==> config.mk <==
export PLATFORM = sky130hd
export DESIGN_NAME = nsdp_lane_compare
export DESIGN_NICKNAME = d
export VERILOG_FILES = /design/src/rtl/nsdp_pkg.sv /design/src/rtl/nsdp_lane_compare.sv
export SDC_FILE = /design/constraint.sdc
export NUM_CORES = 1
export LEC_CHECK = 0
export BUFFER_PORTS_ARGS = -buffer_cell sky130_fd_sc_hd__buf_2
export CAP_MARGIN = 20
export CORE_AREA = 2 2 221 223
export DETAILED_ROUTE_END_ITERATION = 8
export DIE_AREA = 0 0 223 225
export PLACE_DENSITY = 0.43
export SLEW_MARGIN = 20
export SYNTH_ARGS = -nofsm -noshare
export SYNTH_HDL_FRONTEND = slang
export SYNTH_SLANG_ARGS = --single-unit
==> constraint.sdc <==
create_clock -name vclk -period 3
set_input_delay 0.6 -clock vclk [all_inputs]
set_output_delay 0.6 -clock vclk [all_outputs]
set_load 0.02 [all_outputs]
==> src/rtl/nsdp_pkg.sv <==
// Shared constants, header field positions, error bit indices and FSM states
// for the NSDP stream checker.
package nsdp_pkg;
    localparam logic [31:0] NSDP_MAGIC = 32'h4E53_4450;
    localparam int LANES     = 16;
    localparam int MAGIC_LSB = 480;
    localparam int SEQ_LSB   = 464;
    localparam int FC_LSB    = 432;
    localparam int TADDR_LSB = 368;

    localparam int ERR_LANE_LSB = 0;
    localparam int ERR_HDR      = 16;
    localparam int ERR_MAGIC    = 17;

    typedef enum logic [2:0] {IDLE, HEADER, PAYLOAD, DRAIN, HALT} state_e;
endpackage

==> src/rtl/nsdp_lane_compare.sv <==
// Combinational compare of every 32-bit lane of a beat against one value.
module nsdp_lane_compare
    import nsdp_pkg::*;
(
    input  logic [511:0]     beat,
    input  logic [31:0]      value,
    output logic [LANES-1:0] mismatch
);
    for (genvar i = 0; i < LANES; i++) begin : g_lane
        assign mismatch[i] = (beat[i*32 +: 32] != value);
    end
endmodule

==> results.cfg, run 1 <==
[status]
status = finished clean

[worst_setup_path]
worstPathCellList = buf_2 -> xnor2_1 -> nand4_1 -> nor4_2 -> buf_4 -> nand2_1 -> buf_2
slowest_delay_ns = 0.49
critPathArrivalTime_ns = 2.30
crit_path_frequent_cell = buf_2
end_kind = output pin
slowest_stage = buf_2
path_max_fanout = 16
crit_start = value[25]
worst_ep_required_time_ns = 2.40
crit_path_start_kind = input pin
critPathKind = input pin to output pin

[synthesis]
synth_xor_area_share_pct = 72.59
synth_mux_area_share_pct = 0
ys_seq_area_share_pct = 0
synth.top_cells.by_area = xnor2_1 (73%), nand4_1 (13%), buf_6 (7.1%)
synth_top_family_by_area = XOR/XNOR gates
synthCells = 752
yosysWarnings = 0
yosysTopAreaCell = xnor2_1
syn_avg_cell_area_um2 = 8.214
synth_fp_nets = 1296
synthMostInstantiatedCell = xnor2_1
yosys.area.top_type_share_pct = 72.59
synth-simple-area-share_pct = 17.18
synth_fa_ha_area_share_pct = 0
synth_compound_area_share_pct = 0
synth_cell_types = 9
synth_commonest_cells = xnor2_1 (512), nand4_1 (128), buf_6 (39), nor4_1 (32), nand2_1 (16)
synth_area_um2 = 6177

[route]
wl_per_cell_um = 20.84
wl_met2_um = 19900
routed_wl_um = 39560
drc = 0
vias = 7525
route.met3.wl_um = 2787
drt_iter0_drc = 294
vias_per_cell = 3.965
highest_layer = met5
wl_met1_um = 15900
drt_pass1_iterations = 5
drtAntennaViolNets = 0

[timing]
layout_setup_ws_ns = 0.09967
slew_violations = 0
hold_viol_final = 0
grt_setup_unrepaired = no
timing.fmax_ghz = 0.3448
relSlewSlack_pct = 57.74
finalSetupViolations = 0
tightest_slew_ns = 0.6340
min_period_ns = 2.900
whs_ns = 1.647
fin_crit_sh_pct = 96.68

[floorplan]
start_util_pct = 12.99
rows = 80
die_y_um = 225
die_w_um = 223
die_area_um2 = 50180
core_um2 = 47550
ios = 560

[placement]
hpwl_um = 35250
pre_cts_slack_ns = -0.4552
io_buffers = 560
routabilityCongestion = 0.8529

[power]
pwr-share-clk_pct = 0
internal_power_mw = 0.7632
ir_worst_vdd_mv = 0.08092
pwr-share-seq_pct = 0
p_sw_mw = 0.6980
leakagePower_nw = 3.554
pwr-share-comb_pct = 100.0
finalPower_mw = 1.461
power.density_nw_per_um2 = 152.3
power.share.switching_pct = 47.77

[hold_path]
min_path_type = input pin to output pin
hold_start = beat[501]

[global_route]
grt_pass1_vias = 8121
grt_usage_pct = 14.87
grt_max_degree = 17
grt_pass1_wl_um = 54010
antenna_found_initial = 5
grt-ovfl-total = 0

[finish]
clockBufferCount = 0
final_nets = 1828
seq_area_um2 = 0
seq_cells = 0
final_util_pct = 20.18
area_delta_synth_final_pct = 55.36
drive_gt1_share_pct = 47.04

[clock_network]
cts-hold-fix-buffers = 0
cts_setup_buffers = 0

[job]
cap_violations = 0
## metrics by stage
stage,cell area (um2),instances,setup TNS [ns]
3_5_place_dp,9473,1897,-1.394
5_1_grt,9597,1898,0
4_1_cts,9562,1897,0
2_1_floorplan,6177,752,0
3_3_place_gp,9473,1897,-1.084
6_report,9597,1898,0
## per-layer routing
metal  vias to the layer above  global-route usage [%]
li1                       3580                       -
met1                      3475                   17.67
met2                       430                   28.27
met3                        36                   1.917
met4                         4                   3.183
met5                         -                       0
## layout make-up
| cell class | instances | area (um2) |
|---|---|---|
| Tap cell | 615 | 769.5 |
| Fill cell | 5444 | 37950 |
| Timing Repair Buffer | 594 | 3206 |
| Antenna cell | 1 | 2.502 |
| Multi-Input combinational cell | 688 | 5619 |
## cells in the final DEF, fill, tap and decap left out, drive strengths merged
master | netlist | routed
buf | 64 | 587
clkbuf | 0 | 7
diode | 0 | 1
nand2 | 16 | 16
nand4 | 128 | 128
nor4 | 32 | 32
xnor2 | 512 | 512
## kinds of logic (layout without fill, tap and decap cells)
family                 after synthesis  count (layout)
XOR/XNOR                           512             512
buffers and inverters               64             594
other                                0               1
AND/OR/NAND/NOR                    176             176
## power groups by stage
| stage | registers, mW | logic [mW] | clock network, mW |
|---|---|---|---|
| after floorplan | 0 | 0.852 | 0 |
| after global placement | 0 | 1.45 | 0 |
| after detailed placement | 0 | 1.46 | 0 |
| after CTS | 0 | 1.48 | 0 |
| after global routing | 0 | 1.58 | 0.0000000448 |
| final | 0 | 1.46 | 0.0000000450 |
## final timing paths
kind                            to  depth (start not counted)  slack [ns]
worst max-delay path   mismatch[7]                          7         0.1
worst min-delay path  mismatch[15]                          6        1.65
## worst max-delay path: cells and delay by family
| kind | cells | cell delay [ns] |
|---|---|---|
| buffers and inverters | 3 | 0.88 |
| xor gates and xnor gates | 1 | 0.19 |
| and+or+nand+nor | 3 | 0.61 |
## what timing repair did
item / in CTS / in global routing
pin swaps: 0 / 1
endpoints found under the setup margin: 9 / 5
gates resized for setup: 21 / 9
No activity file was read; power rests on OpenSTA's default activity.
==> run 2, diff against run 1 <==
--- a/config.mk
+++ b/config.mk
@@ -10,7 +10,7 @@
 export CORE_AREA = 2 2 221 223
 export DETAILED_ROUTE_END_ITERATION = 8
 export DIE_AREA = 0 0 223 225
-export PLACE_DENSITY = 0.43
+export PLACE_DENSITY = 0.44
 export SLEW_MARGIN = 20
 export SYNTH_ARGS = -nofsm -noshare
 export SYNTH_HDL_FRONTEND = slang
==> results.cfg, run 2 (same netlist as run 1, synthesis figures left out) <==
[status]
status = finished clean

[placement]
routabilityCongestion = 0.8906
pre_cts_slack_ns = -0.1961
io_buffers = 560
hpwl_um = 37950

[route]
wl_per_cell_um = 21.44
drt_pass1_iterations = 4
drc = 0
drtAntennaViolNets = 0
routed_wl_um = 41440
drt_iter0_drc = 249
vias_per_cell = 3.912
vias = 7562

[finish]
clockBufferCount = 0
seq_area_um2 = 0
layout_common_cells = buf_2 (554), xnor2_1 (512), nand4_1 (128)
final_util_pct = 20.51
layout_commonest_cell = buf_2
seq_cells = 0
final_nets = 1859
area_delta_synth_final_pct = 57.85
drive_gt1_share_pct = 48.06

[clock_network]
cts_setup_buffers = 0

[timing]
layout_setup_ws_ns = 0.06814
tightest_slew_ns = 0.6550
finalSetupViolations = 0
hold_viol_final = 0
min_period_ns = 2.932
grt_setup_unrepaired = no
slew_violations = 0
timing.fmax_ghz = 0.3411
whs_ns = 1.656
relSlewSlack_pct = 56.33
fin_setup_tns_ns = 0
fin_crit_sh_pct = 97.73

[worst_setup_path]
slowest_delay_ns = 0.30
worstPathCellList = buf_2 -> buf_4 -> xnor2_1 -> nand4_1 -> nor4_2 -> buf_4 -> nand2_1 -> buf_2
path_buf_inv = 4
path_max_fanout = 9
worst_ep_required_time_ns = 2.40
crit_path_start_kind = input pin
critPathArrivalTime_ns = 2.33
critPathKind = input pin to output pin
cp_top_family = buffers and inverters
slowest_stage = nor4_2
end_kind = output pin

[hold_path]
min_path_type = input pin to output pin

[floorplan]
start_util_pct = 12.99
die_area_um2 = 50180
die_w_um = 223
core_um2 = 47550
rows = 80
ios = 560
die_y_um = 225

[power]
power.density_nw_per_um2 = 152.8
ir_worst_vdd_mv = 0.06055
finalPower_mw = 1.490
leakagePower_nw = 3.679

[global_route]
grt-ovfl-total = 0
grt_pass1_vias = 8333
grt_max_degree = 17
grt_pass1_wl_um = 56420
grt_usage_pct = 15.70
antenna_found_initial = 13

[job]
cap_violations = 0
run 2: what timing repair did:
action,4_1_cts,5_1_grt
hold endpoints to repair,0,0
endpoints found under the setup margin,4,8
hold buffers,0,0
resized for setup,5,9
run 2: final cells by class:
type               count  area, um2
repair buffers       625       3368
fillers             5429      37800
well taps            615      769.5
diodes                 5      12.51
multi-input cells    688       5600
run 2: routing by layer:
metal	GRT usage, %	wire length [um]	vias to the layer above
li1	-	-	3642
met1	18.43	16590	3452
met2	29.27	20490	416
met3	2.842	3122	44
met4	3.854	1180	8
met5	0	52	-
run 2: worst min-delay path: stages:
cell	delay [ns]
buf_2	0.08
xnor2_1	0.06
nand4_1	0.06
nor4_1	0.05
nand2_1	0.05
buf_2	0.15
run 2: path summary, 6_finish.rpt:
path | cells past startpoint | start | slack (ns) | end
max | 8 | value[24] | 0.07 | mismatch[8]
min | 6 | beat[501] | 1.66 | mismatch[15]
run 2: stage by stage:
step | std cells | area, um2
6_report | 1933 | 9751
3_3_place_gp | 1928 | 9668
5_1_grt | 1932 | 9748
4_1_cts | 1928 | 9702
2_1_floorplan | 752 | 6177
3_5_place_dp | 1928 | 9668
run 2: power breakdown:
group	total, mW	leakage (nW)	internal, mW	switching, mW
Clock	0.000000223	0.0000317	0.000000223	0
Combinational	1.49	3.68	0.777	0.713
Sequential	0	0	0	0
Total	1.49	3.68	0.777	0.713
==> run 3, diff against run 2 <==
==> constraint.sdc (replaced) <==
create_clock -name vclk -period 3.4
set_input_delay 0.68 -clock vclk [all_inputs]
set_output_delay 0.68 -clock vclk [all_outputs]
set_load 0.02 [all_outputs]
==> results.cfg, run 3 (same netlist as run 1, synthesis figures left out) <==
[floorplan]
die_y_um = 225
start_util_pct = 12.99
ios = 560
die_w_um = 223
die_area_um2 = 50180
core_um2 = 47550
rows = 80

[status]
status = finished clean

[global_route]
antenna_found_initial = 7
grt_pass1_wl_um = 57860
grt_pass1_vias = 8304
grt-ovfl-total = 0
grt_max_degree = 17
grt_usage_pct = 16.23

[timing]
fin_crit_sh_pct = 98.05
fin_setup_tns_ns = 0
tightest_slew_ns = 0.7787
hold_viol_final = 0
slew_violations = 0
relSlewSlack_pct = 48.08
min_period_ns = 3.334
grt_setup_unrepaired = no
timing.fmax_ghz = 0.3000
finalSetupViolations = 0

[worst_setup_path]
worst_ep_required_time_ns = 2.72
crit_path_start_kind = input pin
path_max_fanout = 13
critPathKind = input pin to output pin
critPathArrivalTime_ns = 2.65
end_kind = output pin

[finish]
seq_area_um2 = 0
area_delta_synth_final_pct = 55.46
layout_commonest_cell = buf_2
clockBufferCount = 0
seq_cells = 0
final_util_pct = 20.20
fill_cells = 5455
final_nets = 1851
layout_common_cells = buf_2 (558), xnor2_1 (512), nand4_1 (128)
drive_gt1_share_pct = 47.43

[clock_network]
cts-hold-fix-buffers = 0

[route]
vias_per_cell = 3.977
routed_wl_um = 42940
drtAntennaViolNets = 0
vias = 7639
drc = 0
wl_per_cell_um = 22.35
drt_iter0_drc = 258
drt_pass1_iterations = 5

[power]
leakagePower_nw = 3.602
ir_worst_vdd_mv = 0.1107
power.density_nw_per_um2 = 135.9

[placement]
routabilityCongestion = 0.9232
io_buffers = 560
hpwl_um = 38660

[hold_path]
whs_path_depth = 6
min_path_type = input pin to output pin

[job]
cap_violations = 0
[run 3: metal layers]
| layer | vias up | GRT usage [%] | routed length, um |
|---|---|---|---|
| li1 | 3621 | - | - |
| met1 | 3538 | 18.63 | 16290 |
| met2 | 433 | 31.79 | 22390 |
| met3 | 41 | 2.477 | 3380 |
| met4 | 6 | 2.663 | 843 |
| met5 | - | 0 | 37 |
[run 3: what timing repair did]
item,CTS,global route
endpoints found under the setup margin,2,1
setup buffers,0,0
gates cloned,0,0
resized for setup,3,1
[run 3: final timing paths]
path,slack (ns),to,startpoint
worst max-delay path,0.07,mismatch[3],value[18]
worst min-delay path,1.82,mismatch[6],beat[212]
[run 3: report_power, final]
group	internal, mW	leakage (nW)	switching (mW)
sequential	0	0	0
clock	0.0000000393	0.00000634	0
combinational	0.675	3.60	0.630
total	0.675	3.60	0.630
[run 3: cell type report]
type / count / area, um2 / share of cell area, %
timing repair buffer: 617 / 3273 / 34.08
tap: 615 / 769.5 / 8.013
multi-input combinational: 688 / 5558 / 57.88
antenna: 1 / 2.502 / 0.02606
[run 3: worst max-delay path: stages]
cell     delay (ns)
buf_2          0.36
xnor2_1        0.17
nand4_1        0.35
nor4_1         0.62
buf_4          0.20
nand2_1        0.05
buf_2          0.20
[run 3: per-stage QoR]
step	std cells	area (um2)	hold slack [ns]	setup slack, ns	total power, mW
6_report	1921	9603	1.822	0.06642	1.305
5_1_grt	1920	9600	1.838	0.03777	1.414
4_1_cts	1920	9598	1.823	0.003803	1.335
3_5_place_dp	1920	9583	1.820	-0.1902	1.328
3_3_place_gp	1920	9583	1.813	-0.1916	1.317
2_1_floorplan	752	6177	1.643	1.088	0.7517
